## config.mk

```make
export PLATFORM = sky130hd
export DESIGN_NAME = hazard_ctrl_flat
export DESIGN_NICKNAME = d
export VERILOG_FILES = /design/src/rtl/hazard_ctrl_if.sv /design/src/rtl/hazard_ctrl.sv /design/src/flat_wrapper.sv
export SDC_FILE = /design/constraint.sdc
export NUM_CORES = 1
export LEC_CHECK = 0
export BUFFER_PORTS_ARGS = -buffer_cell sky130_fd_sc_hd__buf_2
export CAP_MARGIN = 20
export CORE_MARGIN = 4
export CORE_UTILIZATION = 62
export DETAILED_ROUTE_END_ITERATION = 16
export HOLD_SLACK_MARGIN = 0.05
export PLACE_DENSITY = 0.85
export SYNTH_ARGS = -nofsm -noshare
export SYNTH_HDL_FRONTEND = slang
export SYNTH_SLANG_ARGS = --single-unit
```

## constraint.sdc

```tcl
create_clock -name clk_i -period 5.6 [get_ports clk_i]
set_input_delay 0.28 -clock clk_i [delete_from_list [all_inputs] [get_ports clk_i]]
set_output_delay 0.28 -clock clk_i [all_outputs]
set_load 0.005 [all_outputs]
```

## src/rtl/hazard_ctrl_if.sv

```systemverilog
// hazard_ctrl_if: decode/writeback sideband and pipeline-control outputs
// between the RV32I pipeline and hazard_ctrl. The optional performance
// counter outputs exist only when HAZARD_PERF_EN is defined.
interface hazard_ctrl_if;
    logic [31:0] inst_d_i;
    logic        RegWEn_d_i;
    logic        br_taken_i;
    logic        RegWEn_wb_i;
    logic [4:0]  rsW_wb_i;

    logic        pc_en_o;
    logic        ifid_en_o;
    logic        ifid_flush_o;
    logic        idex_en_o;
    logic        idex_flush_o;
    logic        stall_o;
`ifdef HAZARD_PERF_EN
    logic [31:0] stall_cnt_o;
    logic [31:0] flush_cnt_o;
`endif

    // Pipeline side: supplies decode/EX/WB status, consumes stall/flush.
    modport master (
        output inst_d_i,
        output RegWEn_d_i,
        output br_taken_i,
        output RegWEn_wb_i,
        output rsW_wb_i,
        input  pc_en_o,
        input  ifid_en_o,
        input  ifid_flush_o,
        input  idex_en_o,
        input  idex_flush_o,
`ifdef HAZARD_PERF_EN
        input  stall_cnt_o,
        input  flush_cnt_o,
`endif
        input  stall_o
    );

    // Hazard unit side.
    modport slave (
        input  inst_d_i,
        input  RegWEn_d_i,
        input  br_taken_i,
        input  RegWEn_wb_i,
        input  rsW_wb_i,
        output pc_en_o,
        output ifid_en_o,
        output ifid_flush_o,
        output idex_en_o,
        output idex_flush_o,
`ifdef HAZARD_PERF_EN
        output stall_cnt_o,
        output flush_cnt_o,
`endif
        output stall_o
    );
endinterface

```

## src/rtl/hazard_ctrl.sv

```systemverilog
// hazard_ctrl: stall/flush control for the non-forwarding RV32I pipeline.
// A per-register scoreboard counts in-flight writes (incremented when a
// writer issues into EX, decremented at writeback). A decode instruction
// whose used sources are pending is held while a bubble enters EX; a taken
// redirect from EX flushes IF/ID and ID/EX and wins over a stall.
// All control outputs are combinational from the scoreboard and inputs.
// Optional feature macro: HAZARD_PERF_EN adds free-running stall and flush
// cycle counters (stall_cnt_o, flush_cnt_o) on the interface.
module hazard_ctrl #(
    parameter int NREG = 32,
    parameter int CNTW = 2
) (
    input  logic          clk_i,
    input  logic          rst_ni,
    hazard_ctrl_if.slave  hz
);

    typedef logic [CNTW-1:0] cnt_t;

    localparam cnt_t CNT_MAX  = '1;
    localparam cnt_t CNT_ZERO = '0;

    // RV32I major opcodes that matter for source-use decode.
    localparam logic [6:0] OP_LUI    = 7'b0110111;
    localparam logic [6:0] OP_AUIPC  = 7'b0010111;
    localparam logic [6:0] OP_JAL    = 7'b1101111;
    localparam logic [6:0] OP_RTYPE  = 7'b0110011;
    localparam logic [6:0] OP_STORE  = 7'b0100011;
    localparam logic [6:0] OP_BRANCH = 7'b1100011;

    // Saturating up/down step; simultaneous inc and dec cancel out.
    function automatic cnt_t cnt_step(input cnt_t cnt, input logic inc, input logic dec);
        cnt_t res;
        res = cnt;
        case ({inc, dec})
            2'b10:   res = (cnt == CNT_MAX)  ? cnt : cnt + 1'b1;
            2'b01:   res = (cnt == CNT_ZERO) ? cnt : cnt - 1'b1;
            default: res = cnt;
        endcase
        return res;
    endfunction

    cnt_t        cnt_q [NREG];

    logic [6:0]  opcode;
    logic [4:0]  rs1;
    logic [4:0]  rs2;
    logic [4:0]  rd_d;
    logic        rs1_used;
    logic        rs2_used;
    logic        rs1_pend;
    logic        rs2_pend;
    logic        hazard;
    logic        redirect;
    logic        stall;
    logic        idex_flush;
    logic        issue;
    logic        retire;
    logic        unused_inst_bits;

    assign opcode = hz.inst_d_i[6:0];
    assign rd_d   = hz.inst_d_i[11:7];
    assign rs1    = hz.inst_d_i[19:15];
    assign rs2    = hz.inst_d_i[24:20];

    // funct3/funct7 do not affect which sources are read.
    assign unused_inst_bits = ^{hz.inst_d_i[31:25], hz.inst_d_i[14:12]};

    // Decide which source fields the decode instruction actually reads.
    always_comb begin
        rs1_used = 1'b1;
        rs2_used = 1'b0;
        case (opcode)
            OP_LUI, OP_AUIPC, OP_JAL: rs1_used = 1'b0;
            default:                  rs1_used = 1'b1;
        endcase
        case (opcode)
            OP_RTYPE, OP_STORE, OP_BRANCH: rs2_used = 1'b1;
            default:                       rs2_used = 1'b0;
        endcase
    end

    // x0 is hardwired, so a source of index 0 never waits on anything.
    assign rs1_pend = rs1_used && (rs1 != 5'd0) && (cnt_q[rs1] != CNT_ZERO);
    assign rs2_pend = rs2_used && (rs2 != 5'd0) && (cnt_q[rs2] != CNT_ZERO);
    assign hazard   = rs1_pend || rs2_pend;

    // A redirect kills the decode instruction, so its hazard is irrelevant.
    assign redirect   = hz.br_taken_i;
    assign stall      = hazard && !redirect;
    assign idex_flush = redirect || stall;

    assign hz.stall_o      = stall;
    assign hz.pc_en_o      = !stall;
    assign hz.ifid_en_o    = !stall;
    assign hz.ifid_flush_o = redirect;
    assign hz.idex_en_o    = 1'b1;
    assign hz.idex_flush_o = idex_flush;

    // Only a writer that really enters EX (not bubbled, not killed) is counted.
    assign issue  = !idex_flush && hz.RegWEn_d_i && (rd_d != 5'd0);
    assign retire = hz.RegWEn_wb_i && (hz.rsW_wb_i != 5'd0);

    // Scoreboard update; entry 0 stays zero because x0 is never tracked.
    always_ff @(posedge clk_i or negedge rst_ni) begin
        if (!rst_ni) begin
            for (int r = 0; r < NREG; r++) begin
                cnt_q[r] <= CNT_ZERO;
            end
        end else begin
            for (int r = 1; r < NREG; r++) begin
                cnt_q[r] <= cnt_step(cnt_q[r],
                                     issue  && (rd_d == 5'(r)),
                                     retire && (hz.rsW_wb_i == 5'(r)));
            end
        end
    end

    // More in-flight writers than the counter can hold means the pipeline is
    // deeper than the scoreboard was sized for.
    a_no_overflow : assert property (@(posedge clk_i) disable iff (!rst_ni)
        !(issue && !(retire && (hz.rsW_wb_i == rd_d)) && (cnt_q[rd_d] == CNT_MAX)))
        else $error("hazard_ctrl: scoreboard overflow on x%0d", rd_d);

    // A writeback with nothing outstanding means issue and retire disagree.
    a_no_underflow : assert property (@(posedge clk_i) disable iff (!rst_ni)
        !(retire && !(issue && (hz.rsW_wb_i == rd_d)) && (cnt_q[hz.rsW_wb_i] == CNT_ZERO)))
        else $error("hazard_ctrl: scoreboard underflow on x%0d", hz.rsW_wb_i);

`ifdef HAZARD_PERF_EN
    logic [31:0] stall_cnt_q;
    logic [31:0] flush_cnt_q;

    // Free-running cycle counters for stalls and front-end flushes, wrapping.
    always_ff @(posedge clk_i or negedge rst_ni) begin
        if (!rst_ni) begin
            stall_cnt_q <= '0;
            flush_cnt_q <= '0;
        end else begin
            if (stall) begin
                stall_cnt_q <= stall_cnt_q + 32'd1;
            end
            if (redirect) begin
                flush_cnt_q <= flush_cnt_q + 32'd1;
            end
        end
    end

    assign hz.stall_cnt_o = stall_cnt_q;
    assign hz.flush_cnt_o = flush_cnt_q;
`endif

endmodule

```

## src/flat_wrapper.sv

```systemverilog
// flat-port wrapper written by rule: the top's interface ports become plain ports
module hazard_ctrl_flat 
#(
    parameter int NREG = 32,
    parameter int CNTW = 2
)
  (clk_i, rst_ni, hz_inst_d_i, hz_RegWEn_d_i, hz_br_taken_i, hz_RegWEn_wb_i, hz_rsW_wb_i, hz_pc_en_o, hz_ifid_en_o, hz_ifid_flush_o, hz_idex_en_o, hz_idex_flush_o, hz_stall_o);
  hazard_ctrl_if hz_i ();
  input  logic clk_i;
  input  logic rst_ni;
  input wire logic [$bits(hz_i.inst_d_i)-1:0] hz_inst_d_i;
  input wire logic [$bits(hz_i.RegWEn_d_i)-1:0] hz_RegWEn_d_i;
  input wire logic [$bits(hz_i.br_taken_i)-1:0] hz_br_taken_i;
  input wire logic [$bits(hz_i.RegWEn_wb_i)-1:0] hz_RegWEn_wb_i;
  input wire logic [$bits(hz_i.rsW_wb_i)-1:0] hz_rsW_wb_i;
  output wire logic [$bits(hz_i.pc_en_o)-1:0] hz_pc_en_o;
  output wire logic [$bits(hz_i.ifid_en_o)-1:0] hz_ifid_en_o;
  output wire logic [$bits(hz_i.ifid_flush_o)-1:0] hz_ifid_flush_o;
  output wire logic [$bits(hz_i.idex_en_o)-1:0] hz_idex_en_o;
  output wire logic [$bits(hz_i.idex_flush_o)-1:0] hz_idex_flush_o;
  output wire logic [$bits(hz_i.stall_o)-1:0] hz_stall_o;
  assign hz_i.inst_d_i = hz_inst_d_i;
  assign hz_i.RegWEn_d_i = hz_RegWEn_d_i;
  assign hz_i.br_taken_i = hz_br_taken_i;
  assign hz_i.RegWEn_wb_i = hz_RegWEn_wb_i;
  assign hz_i.rsW_wb_i = hz_rsW_wb_i;
  assign hz_pc_en_o = hz_i.pc_en_o;
  assign hz_ifid_en_o = hz_i.ifid_en_o;
  assign hz_ifid_flush_o = hz_i.ifid_flush_o;
  assign hz_idex_en_o = hz_i.idex_en_o;
  assign hz_idex_flush_o = hz_i.idex_flush_o;
  assign hz_stall_o = hz_i.stall_o;
  hazard_ctrl #(.NREG(NREG), .CNTW(CNTW)) u_core (.clk_i(clk_i), .rst_ni(rst_ni), .hz(hz_i));
endmodule
```

==> results of run 1 <==
through the flow:
step | hold slack [ns] | total power [uW] | utilization (%) | std cells
final | 0.114 | 1530 | 68.6 | 859
after global routing | 0.176 | 1620 | 68.6 | 859
after CTS | 0.158 | 1520 | 68.6 | 858
after detailed placement | 0.511 | 1150 | 66.6 | 844
after global placement | 0.503 | 1110 | 66.6 | 844
after floorplan | -0.0156 | 994 | - | 719
worst paths after layout:
check	start	to	slack (ns)	cells past startpoint
min in group clk_i	hz_inst_d_i[8]	u_core.cnt_q[59]	0.46	5
max reg2reg	u_core.cnt_q[32]	u_core.cnt_q[19]	1.92	13
max	u_core.cnt_q[32]	u_core.cnt_q[19]	1.92	13
min	rst_ni	u_core.cnt_q[32]	0.11	2
max in group asynchronous	rst_ni	u_core.cnt_q[13]	4.94	2
min reg2reg	u_core.cnt_q[14]	u_core.cnt_q[14]	0.53	1
worst max-delay path: stages (launching register included):
cell and delay (ns):
sky130_fd_sc_hd__dfrtp_1 0.43, sky130_fd_sc_hd__nor2_1 0.23, sky130_fd_sc_hd__a21oi_1 0.14, sky130_fd_sc_hd__mux4_2 0.51, sky130_fd_sc_hd__a22oi_2 0.19, sky130_fd_sc_hd__nor4b_4 0.21, sky130_fd_sc_hd__buf_4 0.26, sky130_fd_sc_hd__and2_1 0.49
sky130_fd_sc_hd__nand3_1 0.24, sky130_fd_sc_hd__ha_1 0.39, sky130_fd_sc_hd__nor2_1 0.17, sky130_fd_sc_hd__nand3_1 0.10, sky130_fd_sc_hd__o22ai_1 0.14, sky130_fd_sc_hd__nor2_1 0.06
cell families after synthesis:
family,Yosys count,share of synthesized area [%]
AOI/OAI and AO/OA,162,19.5
adders and majority gates,46,10.3
buffers and inverters,77,5.74
DFF,62,27.8
muxes,17,4.73
other,1,0.0672
and+or+nand+nor,354,31.9
layout by cell type, fill, tap and decap left out, drive strengths merged, types with 6 or more instances in the layout:
cell      n
o22ai    18
nor4b     6
a21oi    38
ha       46
nor2    104
inv      55
nand3    50
nor2b    37
nor3     25
dfrtp    62
and2      8
nand4     9
nand2    65
a21o     25
clkbuf   13
o21ai    22
o31ai    24
nand2b   25
buf      39
mux4      7
per-layer routing:
metal  vias up  GRT usage [%]  part of all wire, %
li1       2597              -                    -
met1      2543           37.7                   39
met2       295           48.5                   48
met3        72           5.21                  8.6
met4         0           13.9                  4.4
met5         -              0                    0
power by group:
group	internal [uW]	leakage, uW	switching [uW]
Combinational	207	0.00185	256
Sequential	550	0.000810	144
Clock	192	0.0000914	182
final cells by class:
cell class / count / area, sq um / area share [%]
multi-input cells: 580 / 3710 / 62.0
repair buffers: 39 / 203 / 3.39
flip-flops and latches: 62 / 1550 / 25.9
clock inverters: 1 / 5.00 / 0.0837
diodes: 1 / 2.50 / 0.0418
well taps: 108 / 135 / 2.26
clock buffers: 13 / 169 / 2.82
inverters: 55 / 206 / 3.45
==> metrics, run 1 <==
required time reported for the critical path endpoint=slightly below 6 ns; vias in the first global route=about 5300; fraction of synthesis flops using an asynchronous set or reset pin=100%; Vias=between 5000 and 6000; count of state elements after synthesis=62; Final WS setup=~1.9 ns; detailed placement HPWL=between 10000 and 15000 um; register bank with the most flops=u_core.cnt_q; global-route wire length before repair=24700 um; # hold bufs at CTS=0; synthesized cell area=5580 sq um; nature of the critical path startpoint=flop; worst skew pair latency=roughly 0.35 ns; core area=~8700 sq um; Synthesis Warnings=2; number of buffers inserted by post-CTS setup repair=0; worst max-slew margin expressed relative to the limit=44.3%; arrival time reported for the critical path endpoint=around 4 ns; Layout Nets=835; Initial Utilization=between 60% and 70%; Overall Global Routing Usage=~29%; number of gates resized after cts=0; # IOs=between 40 and 50; TNS Setup=0 ns; maximum fanout count along the critical path=17; ANT nets after route=0; overall die area=10600 sq um; number of enable-type register cells in the synthesized netlist=0; max FFs per register=62; portion of the post-synthesis area used by sequential elements=~28%; count of clock tree sinks=between 60 and 70; clock tree root buffer cell=sky130_fd_sc_hd__clkbuf_8; Max Buffers Root-to-Sink=2; maximum achievable frequency=between 0.2 and 0.3 GHz; area growth from synthesis to layout=7.17%; number of search-and-repair iterations in the first detailed-routing pass=6; antenna violations before repair=1; total power density per cell area=approximately 260 nW/um^2; Mean Syn Cell Area=7.76 sq um; setup repair after global routing missed its margin=false; number of different library cells in the post-synthesis netlist=60; Fin. Hold Viols=0; post-detailed-route DRC marker count=0; worst setup slack before clock tree synthesis=between 1.5 and 2 ns; vertical die dimension=just over 100 um; worst supply voltage drop on vdd=around 0.17 mV; die outline width=roughly 100 um; gr ovfl total=0; # Max-Cap Violations=0; registers with the most flip-flops=u_core.cnt_q (62); outcome=finished clean; cell taking the most area after synthesis=sky130_fd_sc_hd__dfrtp_1; start-to-end type of the worst setup path=reg -> reg; CTS tree=built; skew final=~0.011 ns; dominant cell by count in the synthesized netlist=sky130_fd_sc_hd__nor2_1; number of slew-limit violations in the final report=0; final-report setup violation count=0; ys flop type=sky130_fd_sc_hd__dfrtp_1; number of fillers in the final layout=706; final standard cell area without fillers=about 6000 sq um; fraction of synthesized cell area taken by the top area cell type=between 20% and 30%; Cell Area, Placed=roughly 5800 sq um; final clock period utilization by the worst path=~66%; net count after synthesis=807; DR WL/cell=between 15 and 20 um; mean number of vias per cell=6.41; # port buffers=36; slew at the pin closest to its max-slew limit=about 0.84 ns; cells taking the most area after synthesis=sky130_fd_sc_hd__dfrtp_1 28%, sky130_fd_sc_hd__ha_1 10%, sky130_fd_sc_hd__nor2_1 7.0%; layout cell share with drive strength beyond 1=10.1%; largest net degree at the start of global routing=between 60 and 70; Row Count=34; Crit. End Element=flop; number of DRC violations after detailed-routing iteration 0=slightly above 500; final RePlAce weighted congestion=0.921; leak pwr=0.00275 uW; htree depth=3; Worst-path clk slew=0.07 ns; Worst Hold Class=in -> async; final wirelength=approximately 15000 um; number of buffers inserted during clock tree synthesis=9; cells after synthesis=between 700 and 800; crit path time final=approximately 3.7 ns; most frequent cells after synthesis=104 x sky130_fd_sc_hd__nor2_1, 65 x sky130_fd_sc_hd__nand2_1, 62 x sky130_fd_sc_hd__dfrtp_1
Note: power is estimated with default switching activity, not from simulation.
==> run 2: changes to the inputs <==
CORE_UTILIZATION = 61   (was 62)
PLACE_DENSITY = 0.84   (was 0.85)
clock period = 3.6 ns   (was 5.6 ns; I/O delays follow)
==> run 2 against run 1 <==
Compared with the run above:
- non-clock buffer count is 3 higher
- cell area rose by 1.7%
- first-iteration DRC count is 6.7% lower
- clock skew shrank 0.00056 ns
- clock power increased by 98%
- flip-flop and latch count stayed put
- critical path type unchanged
- wire length increased by 2.0%
- die area is 1.5% higher
- clock-buffer cell count unchanged
- largest power group unchanged
==> metrics, run 2 (synthesis results as in run 1) <==
# port buffers=36 (unchanged); Max Buffers Root-to-Sink=2 (unchanged); gr ovfl total=0 (unchanged); skew final=0.0106 ns (was 0.0111 ns); net switching fraction of the power=36.3% (was 38.1%); cell internal pwr=1630 uW (was 948 uW); ANT nets after route=0 (unchanged); layout cell share with drive strength beyond 1=10.9% (was 10.1%); final wirelength=15300 um (was 15000 um); maximum fanout count along the critical path=8 (was 17); register bank with the most flops=u_core.cnt_q (unchanged); area growth from synthesis to layout=8.99% (was 7.17%); worst reg2reg path startpoint=u_core.cnt_q[49] (was u_core.cnt_q[32]); worst hold slack=0.345 ns (was 0.114 ns); htree depth=3 (unchanged); vias in the first global route=5531 (was 5322); Layout Nets=838 (was 835); largest net degree at the start of global routing=48 (was 63); Inserted Diodes=0 (was 1); highest layer used for signal routing=met4 (unchanged); final clock period utilization by the worst path=93.9% (was 65.7%); end of the worst register-to-register path=u_core.cnt_q[19] (unchanged); Fin. Hold Viols=0 (unchanged); worst max-slew margin expressed relative to the limit=50.1% (was 44.3%); clock network power share=29.0% (was 24.4%); Seq pwr share=42.6% (was 45.4%); worst reg-to-reg setup slack=0.22 ns (was 1.92 ns); post-detailed-route DRC marker count=0 (unchanged); count of clock tree sinks=62 (unchanged); number of search-and-repair iterations in the first detailed-routing pass=5 (was 6); depth of the worst register-to-register path=13 (unchanged); die outline width=104 um (was 103 um); Worst Hold Class=in -> async (unchanged); Initial Utilization=63.4% (was 64.0%); count of placed standard cells including taps=845 (was 844); # Max-Cap Violations=0 (unchanged); required time reported for the critical path endpoint=3.84 ns (was 5.84 ns); final-report setup violation count=0 (unchanged); start-to-end type of the worst setup path=reg -> reg (unchanged); setup repair after global routing missed its margin=false (unchanged); amount of wire on met2 after detailed routing=7540 um (was 7190 um); mean number of vias per cell=6.56 (was 6.41); TNS Setup=0 ns (unchanged); worst supply voltage drop on vdd=0.240 mV (was 0.170 mV); CTS tree=built (unchanged); final standard cell count with taps included and fillers excluded=863 (was 859); antenna violations before repair=0 (was 1); slew at the pin closest to its max-slew limit=0.747 ns (was 0.836 ns); most common cell after layout, fill and taps aside=sky130_fd_sc_hd__nor2_1 (unchanged); nature of the critical path startpoint=flop (unchanged); number of buffers inserted by post-CTS setup repair=0 (unchanged); final RePlAce weighted congestion=0.893 (was 0.921); Crit. End Element=flop (unchanged); global-route wire length before repair=25200 um (was 24700 um); DR WL/cell=17.7 um (was 17.4 um); leak pwr=0.00280 uW (was 0.00275 uW); core area=8810 sq um (was 8720 sq um); Net Switching=927 uW (was 582 uW); combinational power share=28.5% (was 30.2%); Row Count=34 (unchanged); met1 routed wirelength after detailed routing=5780 um (was 5860 um); # IOs=48 (unchanged); detailed placement HPWL=11500 um (was 11100 um); number of DRC violations after detailed-routing iteration 0=474 (was 508); core utilization of the finished layout=69.1% (was 68.6%); Vias=5658 (was 5507); arrival time reported for the critical path endpoint=3.62 ns (was 3.92 ns); number of fillers in the final layout=690 (was 706); number of slew-limit violations in the final report=0 (unchanged); total power density per cell area=420 nW/um^2 (was 256 nW/um^2); crit path time final=3.38 ns (was 3.68 ns); overall die area=10700 sq um (was 10600 sq um); outcome=finished clean (unchanged); beginning of the critical path=u_core.cnt_q[49] (was u_core.cnt_q[32]); Overall Global Routing Usage=28.5% (was 29.5%); highest-count cells in the layout ignoring fill and taps=104 x sky130_fd_sc_hd__nor2_1, 65 x sky130_fd_sc_hd__nand2_1, 62 x sky130_fd_sc_hd__dfrtp_1 (unchanged); length of routed met3 wiring=1200 um (was 1280 um); crit path capture=u_core.cnt_q[19] (unchanged); vertical die dimension=104 um (was 103 um); max FFs per register=62 (unchanged); number of buffers inserted during clock tree synthesis=9 (unchanged); worst skew pair latency=0.36 ns (was 0.35 ns); registers with the most flip-flops=u_core.cnt_q (62) (unchanged); clock tree root buffer cell=sky130_fd_sc_hd__clkbuf_8 (unchanged); maximum achievable frequency=0.296 GHz (was 0.272 GHz); Worst-path clk slew=0.08 ns (was 0.07 ns)
run 2: per-layer routing:
layer / up-vias / global-route usage, %
met3: 73 / 4.91
met4: 0 / 17.2
met1: 2650 / 33.0
met2: 327 / 49.1
li1: 2608 / -
met5: - / 0
run 2: metrics by stage:
step,power (uW),setup WS [ns],area [sq um]
final,2550,0.221,6080
after global routing,2700,0.0836,6080
after CTS,2540,0.219,6050
after detailed placement,1790,0.305,5810
after global placement,1720,0.392,5810
after floorplan,1550,0.609,5580
run 2: what timing repair did:
| item | in CTS | in global routing |
|---|---|---|
| hold endpoints to repair | 0 | 20 |
| endpoints found under the setup margin | 0 | 3 |
| resized for setup | 0 | 2 |
| hold buffers | 0 | 1 |
run 2: cell type report:
| type | count | area (sq um) | share of cell area, % |
|---|---|---|---|
| inverters | 55 | 206 | 3.39 |
| multi-input cells | 580 | 3710 | 61.1 |
| flip-flops and latches | 62 | 1550 | 25.5 |
| clock inverters | 3 | 65.1 | 1.07 |
| well taps | 108 | 135 | 2.22 |
| clock buffers | 13 | 169 | 2.78 |
| repair buffers | 42 | 240 | 3.95 |
run 2: worst min path at each step:
| stage | start | to | cells after the start | slack, ns |
|---|---|---|---|---|
| 2_1_floorplan | rst_ni | u_core.cnt_q[0] | 0 | -0.12 |
| 3_3_place_gp | rst_ni | u_core.cnt_q[42] | 1 | 0.44 |
| 3_5_place_dp | rst_ni | u_core.cnt_q[41] | 1 | 0.46 |
| 4_1_cts | rst_ni | u_core.cnt_q[50] | 1 | 0.07 |
| 5_1_grt | hz_inst_d_i[11] | u_core.cnt_q[59] | 5 | 0.40 |
| 6_report | rst_ni | u_core.cnt_q[50] | 2 | 0.35 |
run 2: critical path: stages (launching register included):
cell and delay (ns):
sky130_fd_sc_hd__dfrtp_1 0.44, sky130_fd_sc_hd__nor2_1 0.27, sky130_fd_sc_hd__a21oi_1 0.11, sky130_fd_sc_hd__mux4_2 0.52, sky130_fd_sc_hd__a22oi_2 0.20, sky130_fd_sc_hd__nor4b_4 0.24, sky130_fd_sc_hd__and2_2 0.27, sky130_fd_sc_hd__buf_4 0.18
sky130_fd_sc_hd__nand3_1 0.10, sky130_fd_sc_hd__ha_1 0.37, sky130_fd_sc_hd__nor2_1 0.20, sky130_fd_sc_hd__nand3_1 0.12, sky130_fd_sc_hd__o22ai_1 0.19, sky130_fd_sc_hd__nor2_1 0.06
run 2: power groups by stage:
stage	Clock [uW]	Combinational, uW	Sequential (uW)
finish	740	727	1090
global route	783	798	1120
CTS	751	709	1080
detailed placement	0	702	1090
global placement	0	663	1060
floorplan	0	521	1030
